**src/rtl/of_header_parser.sv**
```systemverilog
// Flow-key extractor tapping the 64-bit packet stream: collects the IOQ port and
// the L2/L3/L4 fields from the first five data words and emits one packed key per packet.
module of_header_parser #(
    parameter int                    DATA_WIDTH   = 64,
    parameter int                    CTRL_WIDTH   = DATA_WIDTH / 8,
    parameter int                    HEADER_WIDTH = 232,
    parameter logic [CTRL_WIDTH-1:0] IOQ_CTRL     = 8'hFF
) (
    input  logic                    clk,
    input  logic                    reset,
    input  logic [DATA_WIDTH-1:0]   in_data,
    input  logic [CTRL_WIDTH-1:0]   in_ctrl,
    input  logic                    in_wr,
    output logic [HEADER_WIDTH-1:0] header_bus,
    output logic                    headers_valid,
    output logic [31:0]             num_pkts_parsed
);

    typedef enum logic [2:0] {
        ST_MOD_HDRS = 3'd0,
        ST_W1       = 3'd1,
        ST_W2       = 3'd2,
        ST_W3       = 3'd3,
        ST_W4       = 3'd4,
        ST_WAIT_EOP = 3'd5
    } state_t;

    localparam logic [CTRL_WIDTH-1:0] CTRL_DATA = 8'h00;

    state_t                  state_q,     state_d;
    logic                    ioq_seen_q,  ioq_seen_d;
    logic [15:0]             in_port_q,   in_port_d;
    logic [47:0]             dl_dst_q,    dl_dst_d;
    logic [47:0]             dl_src_q,    dl_src_d;
    logic [15:0]             dl_type_q,   dl_type_d;
    logic [7:0]              ver_ihl_q,   ver_ihl_d;
    logic [7:0]              proto_q,     proto_d;
    logic [31:0]             nw_src_q,    nw_src_d;
    logic [31:0]             nw_dst_q,    nw_dst_d;
    logic [15:0]             tp_src_q,    tp_src_d;
    logic [15:0]             tp_dst_q,    tp_dst_d;
    logic [HEADER_WIDTH-1:0] header_bus_q, header_bus_d;
    logic                    headers_valid_q, headers_valid_d;
    logic [31:0]             num_pkts_q,  num_pkts_d;

    logic                    emit_s;
    logic                    is_ip_s;
    logic                    tp_ok_s;
    logic [HEADER_WIDTH-1:0] packed_s;

    // Next-state and field-capture logic for the packet walk.
    always_comb begin
        state_d    = state_q;
        ioq_seen_d = ioq_seen_q;
        in_port_d  = in_port_q;
        dl_dst_d   = dl_dst_q;
        dl_src_d   = dl_src_q;
        dl_type_d  = dl_type_q;
        ver_ihl_d  = ver_ihl_q;
        proto_d    = proto_q;
        nw_src_d   = nw_src_q;
        nw_dst_d   = nw_dst_q;
        tp_src_d   = tp_src_q;
        tp_dst_d   = tp_dst_q;
        emit_s     = 1'b0;
        if (in_wr) begin
            case (state_q)
                ST_MOD_HDRS: begin
                    if (in_ctrl == IOQ_CTRL || in_ctrl == CTRL_DATA) begin
                        dl_dst_d  = 48'h0;
                        dl_src_d  = 48'h0;
                        dl_type_d = 16'h0;
                        ver_ihl_d = 8'h0;
                        proto_d   = 8'h0;
                        nw_src_d  = 32'h0;
                        nw_dst_d  = 32'h0;
                        tp_src_d  = 16'h0;
                        tp_dst_d  = 16'h0;
                    end else begin
                        state_d = ST_MOD_HDRS;
                    end
                    if (in_ctrl == IOQ_CTRL) begin
                        in_port_d  = in_data[31:16];
                        ioq_seen_d = 1'b1;
                    end else if (in_ctrl == CTRL_DATA) begin
                        // A packet arriving without an IOQ word reports port 0.
                        in_port_d       = ioq_seen_q ? in_port_q : 16'h0;
                        ioq_seen_d      = 1'b0;
                        dl_dst_d        = in_data[63:16];
                        dl_src_d[47:32] = in_data[15:0];
                        state_d         = ST_W1;
                    end else begin
                        ioq_seen_d = ioq_seen_q;
                    end
                end
                ST_W1: begin
                    dl_src_d[31:0] = in_data[63:32];
                    dl_type_d      = in_data[31:16];
                    ver_ihl_d      = in_data[15:8];
                    state_d        = ST_W2;
                end
                ST_W2: begin
                    proto_d = in_data[7:0];
                    state_d = ST_W3;
                end
                ST_W3: begin
                    nw_src_d        = in_data[47:16];
                    nw_dst_d[31:16] = in_data[15:0];
                    state_d         = ST_W4;
                end
                ST_W4: begin
                    nw_dst_d[15:0] = in_data[63:48];
                    tp_src_d       = in_data[47:32];
                    tp_dst_d       = in_data[31:16];
                    state_d        = ST_WAIT_EOP;
                    emit_s         = 1'b1;
                end
                ST_WAIT_EOP: begin
                    if (in_ctrl != CTRL_DATA) begin
                        state_d = ST_MOD_HDRS;
                    end else begin
                        state_d = ST_WAIT_EOP;
                    end
                end
                default: begin
                    state_d = ST_MOD_HDRS;
                end
            endcase
            // An EOP inside W1..W4 ends a short packet: emit what was gathered.
            if ((state_q == ST_W1 || state_q == ST_W2 || state_q == ST_W3 || state_q == ST_W4)
                && in_ctrl != CTRL_DATA) begin
                emit_s  = 1'b1;
                state_d = ST_MOD_HDRS;
            end else begin
                emit_s = emit_s;
            end
        end else begin
            state_d = state_q;
        end
    end

    // Qualify L3/L4 fields and pack the key from the values including the emitting word.
    always_comb begin
        is_ip_s  = (dl_type_d == 16'h0800);
        tp_ok_s  = is_ip_s && (ver_ihl_d == 8'h45) && (proto_d == 8'd6 || proto_d == 8'd17);
        packed_s = {in_port_d, dl_dst_d, dl_src_d, dl_type_d,
                    is_ip_s ? nw_src_d : 32'h0,
                    is_ip_s ? nw_dst_d : 32'h0,
                    is_ip_s ? proto_d  : 8'h0,
                    tp_ok_s ? tp_src_d : 16'h0,
                    tp_ok_s ? tp_dst_d : 16'h0};
        if (emit_s) begin
            header_bus_d = packed_s;
            num_pkts_d   = num_pkts_q + 32'd1;
        end else begin
            header_bus_d = header_bus_q;
            num_pkts_d   = num_pkts_q;
        end
        headers_valid_d = emit_s;
    end

    // State, field and output registers.
    always_ff @(posedge clk or negedge reset) begin
        if (!reset) begin
            state_q         <= ST_MOD_HDRS;
            ioq_seen_q      <= 1'b0;
            in_port_q       <= 16'h0;
            dl_dst_q        <= 48'h0;
            dl_src_q        <= 48'h0;
            dl_type_q       <= 16'h0;
            ver_ihl_q       <= 8'h0;
            proto_q         <= 8'h0;
            nw_src_q        <= 32'h0;
            nw_dst_q        <= 32'h0;
            tp_src_q        <= 16'h0;
            tp_dst_q        <= 16'h0;
            header_bus_q    <= {HEADER_WIDTH{1'b0}};
            headers_valid_q <= 1'b0;
            num_pkts_q      <= 32'h0;
        end else begin
            state_q         <= state_d;
            ioq_seen_q      <= ioq_seen_d;
            in_port_q       <= in_port_d;
            dl_dst_q        <= dl_dst_d;
            dl_src_q        <= dl_src_d;
            dl_type_q       <= dl_type_d;
            ver_ihl_q       <= ver_ihl_d;
            proto_q         <= proto_d;
            nw_src_q        <= nw_src_d;
            nw_dst_q        <= nw_dst_d;
            tp_src_q        <= tp_src_d;
            tp_dst_q        <= tp_dst_d;
            header_bus_q    <= header_bus_d;
            headers_valid_q <= headers_valid_d;
            num_pkts_q      <= num_pkts_d;
        end
    end

    assign header_bus      = header_bus_q;
    assign headers_valid   = headers_valid_q;
    assign num_pkts_parsed = num_pkts_q;

endmodule
```
**config.mk**
```make
export PLATFORM = sky130hd
export DESIGN_NAME = of_header_parser
export DESIGN_NICKNAME = d
export VERILOG_FILES = /design/src/rtl/of_header_parser.sv
export SDC_FILE = /design/constraint.sdc
export NUM_CORES = 1
export LEC_CHECK = 0
export ABC_AREA = 1
export ABC_CLOCK_PERIOD_IN_PS = 2400
export BUFFER_PORTS_ARGS = -buffer_cell sky130_fd_sc_hd__clkbuf_2
export CAP_MARGIN = 10
export CORE_UTILIZATION = 56
export DETAILED_ROUTE_END_ITERATION = 8
export PLACE_DENSITY = 0.79
export SYNTH_ARGS = -nofsm -noshare
export SYNTH_HDL_FRONTEND = slang
export SYNTH_SLANG_ARGS = --single-unit
```
**constraint.sdc**
```tcl
create_clock -name clk -period 2.4 [get_ports clk]
set_input_delay 0.12 -clock clk [delete_from_list [all_inputs] [get_ports clk]]
set_output_delay 0.12 -clock clk [all_outputs]
set_load 0.02 [all_outputs]
```
==> results by group <==
Floorplan
  – Die Height: ~200 µm
  – Core Area: 36500 µm²
  – Initial Util: 0.567
  – DIE WIDTH: just under 200 µm
  – I/O Pins: 340
  – Std cell rows: 70
  – Die area: 37800 µm²

Final layout
  – Share of cells above drive strength 1: 0.200
  – Synthesis-to-layout area growth: 25.9%
  – Filler cell count: 2715
  – Sequential cell area: 12700 µm²
  – Area of the multi-input gates: 6740 µm²
  – Final nets: ~2800

Yosys
  – Dominant cell by count in the synthesized netlist: nand2_1
  – Post-synthesis simple-gate area fraction: 0.205
  – Yosys warns: 0
  – Post-synthesis sequential area ratio: 0.615
  – Mapped Area: 20700 µm²
  – Post-synth top area cell: dfrtp_1
  – Seq cells post-synth: 509
  – Ys flop type: dfrtp_1
  – Post-Synthesis Cells: 2289
  – Ranking of synthesized cells by area: dfrtp_1 61%, nand2_1 15%, inv_1 4.0%
  – Share of the synthesized area in the top cell type: 0.615
  – Synth Area in Adders: 0.000604
  – Top cells by count, synth: 816 x nand2_1, 509 x dfrtp_1, 223 x inv_1
  – Fraction of synthesized area in multiplexers: 0.0155
  – Main combinational cell family by area after synthesis: simple AND/OR/NAND/NOR gates
  – Syn Area/Cell: 9.05 µm²
  – Post-Synth XOR/XNOR Area: 0.0131
  – Number of synthesized flops with an enable pin: 0
  – Post-synth cell types: 31
  – Synth Area in Compound Gates: 0.0813
  – Post-Syn Nets: 2365
  – Post-synth ARST share: 1.00

STA
  – Clock Skew: around 18 ps
  – Slew margin rel.: 0.559
  – RSZ-0062 raised after global routing: true
  – Hold slack: roughly 34 ps
  – Final WS setup: -64.5 ps
  – Min cycle time layout: between 2000 and 2500 ps
  – Setup violations, final: 49
  – Worst-Margin Slew: 662 ps
  – Maximum clock rate: 406 MHz
  – Slew Viols, Final: 0
  – Crit share post-route: 1.03
  – Hold Violations, Final: 0

Placed design
  – Post-Place Setup Slack: 1.23 ps
  – Routability congestion estimate: ~0.9
  – Buffers on Ports: between 300 and 400
  – Dpl hpwl: 39600 µm

Clock tree
  – CTS sink cnt: 509
  – Clock transition at path regs: 60 ps
  – Clock Tree Buf Depth: 3
  – CTS tree: built
  – Clk_lat worst skew: 570 ps
  – Cts bufs inserted: 50
  – H-tree Lvls: 2
  – Root Buffer: clkbuf_16

Power
  – Clock power frac: 0.265
  – Switching share of power: 0.368
  – Internal: about 0.019 W
  – Power per cell area: 1150 nW/µm²
  – Comb pwr share: 0.334
  – Max rail drop VDD: about 0.7 mV
  – Reg power frac: 0.401
  – Leak Pwr: 14.8 nW
  – Sw power: 0.0110 W

Critical path
  – R2R Path End: header_bus[5]
  – Worst Path Class, Setup: flip-flop to flip-flop
  – Reg2Reg Depth: 14
  – Max FO, Critical Path: 32
  – Critical path startpoint category: flip-flop
  – Type of destination of the critical path: flip-flop
  – Largest stage delay, worst path: 410 ps
  – Arrival @ worst endpoint: 2970 ps
  – R2R Setup Slk: -60 ps
  – Reg-to-Reg Start: state_q[0]
  – Worst-path cell chain: inv_2 -> nand2_4 -> nor2_4 -> nand3_4 -> nand2_2 -> nand2_1 -> o21ai_0 -> nand2_1 -> nand2_1 -> nand3_1 -> nor2_4 -> buf_12 -> nand3_1 -> nand2_1
  – Worst EP required: between 2000 and 3000 ps
  – Slowest CP cell: dfrtp_1
  – Worst path most repeated cell: nand2_1

Run status
  – Status: finished, violations left
  – Failing checks: negative setup slack

Flow run
  – MaxCap Viol Count: 0

GRT
  – Antenna violations before repair: 1
  – Tot GR Track Use: 0.318
  – First-pass GRT wire length: 94700 µm
  – Largest net degree at the start of global routing: 78
  – Grt total ovfl: 0
  – Number of global-route vias before repair: ~17000

Drt
  – DR WL/cell: 19.0 µm
  – Drt pass-1 iters: 6
  – Post-route ant nets: 0
  – Via count: about 18000
  – Final WL: 61300 µm
  – 1st-iter DRT viols: around 1300
  – Vias/cell: 5.45
  – DRC Markers: 0

Worst hold path
  – Worst Hold Path Cells: 4
  – Hold EP: nw_src_q[14]
  – HP Start: in_data[30]
  – Hold Crit Class: input pin to flip-flop
## per-layer routing
layer  global-route usage  routed length (µm)
met2                0.507               29200
met4                0.134                2750
met3               0.0578                4800
met5                    0                   0
met1                0.433               24500
## power groups by stage
stage,clock [W],sequential (W),combinational (W)
after floorplan,0,0.0129,0.00484
after global placement,0,0.0119,0.00903
after detailed placement,0,0.0120,0.00928
after CTS,0.00800,0.0119,0.00942
after global routing,0.00833,0.0122,0.0108
final,0.00792,0.0120,0.00997
## placed cells by master, fill, tap and decap left out, types with 2 or more instances in the layout
cell	synthesis	final
nand2_1	816	810
nand2_4	0	2
nand2_2	1	4
a22oi_1	16	16
mux2i_1	32	32
nor2_4	2	4
buf_12	0	25
nand3_2	1	4
clkinvlp_4	0	3
nor3_1	21	19
inv_1	223	222
dfrtp_1	509	507
clkbuf_8	0	10
nand3_4	0	2
a21oi_4	0	8
inv_2	3	3
a21oi_1	30	23
clkbuf_1	65	13
xor2_1	24	24
clkinv_2	0	8
o22ai_1	64	64
clkbuf_16	0	57
nor2_1	98	97
o21a_1	32	32
o21ai_0	146	145
bufinv_16	0	4
xnor2_1	7	7
buf_4	7	63
nor4_1	5	5
nand3_1	120	115
dlygate4sd3_1	0	61
a31oi_1	2	2
clkbuf_2	0	337
buf_6	7	3
dfrtp_2	0	2
nand4_1	5	5
## through the flow
stage / std cells / util / setup TNS, ps / area [µm²] / power [W]
2_1_floorplan: 2289 / - / 0 / 20700 / 0.0178
3_3_place_gp: 3052 / 0.641 / 0 / 23400 / 0.0210
3_5_place_dp: 3052 / 0.641 / 0 / 23400 / 0.0213
4_1_cts: 3203 / 0.703 / 0 / 25700 / 0.0293
5_1_grt: 3219 / 0.714 / -10860 / 26100 / 0.0314
6_report: 3219 / 0.714 / -957 / 26100 / 0.0299
## kinds of logic after synthesis
logic type	after synthesis
DFF	509
and+or+nand+nor	1071
AOI/OAI and AO/OA	292
adders and majority gates	1
buffers and inverters	353
xor gates and xnor gates	31
muxes	32
## worst max path at each step
| stage | from | depth (start not counted) | slack [ps] | to |
|---|---|---|---|---|
| 2_1_floorplan | state_q[1] | 16 | 380 | header_bus[44] |
| 3_3_place_gp | in_ctrl[0] | 17 | 160 | header_bus[51] |
| 3_5_place_dp | state_q[1] | 14 | 1 | header_bus[5] |
| 4_1_cts | state_q[1] | 16 | 10 | header_bus[50] |
| 5_1_grt | state_q[0] | 14 | -160 | header_bus[0] |
| 6_report | state_q[0] | 14 | -60 | header_bus[5] |
## what timing repair did
action,in CTS,in global routing
gates resized for setup,1,37
cloned,0,6
setup buffers,0,9
pin swaps,0,6
setup endpoints to repair,32,105
hold buffers,61,0
endpoints found under the hold margin,194,0
## sequential cells by signal (all words and copies together), names as in the netlist, 8 cells and up
signal           cells
header_bus         232
dl_dst_q            48
dl_src_q            48
num_pkts_parsed     32
nw_dst_q            32
nw_src_q            32
dl_type_q           16
in_port_q           16
tp_dst_q            16
tp_src_q            16
proto_q              8
ver_ihl_q            8
## worst max-delay path, delay by kind of cell, from the launching register on
family                 cells  cell delay [ps]
AOI/OAI and AO/OA          1              180
buffers and inverters      2              330
DFF                        1              410
and+or+nand+nor           11             1430
## final cells by class
cell class,instances,share of cell area
Antenna cell,1,0.0000960
Timing Repair Buffer,497,0.134
Tap cell,468,0.0225
Clock buffer,74,0.0561
Clock inverter,16,0.00734
Inverter,227,0.0328
Sequential cell,509,0.489
Multi-Input combinational cell,1427,0.259
No activity file was read; power rests on OpenSTA's default activity.
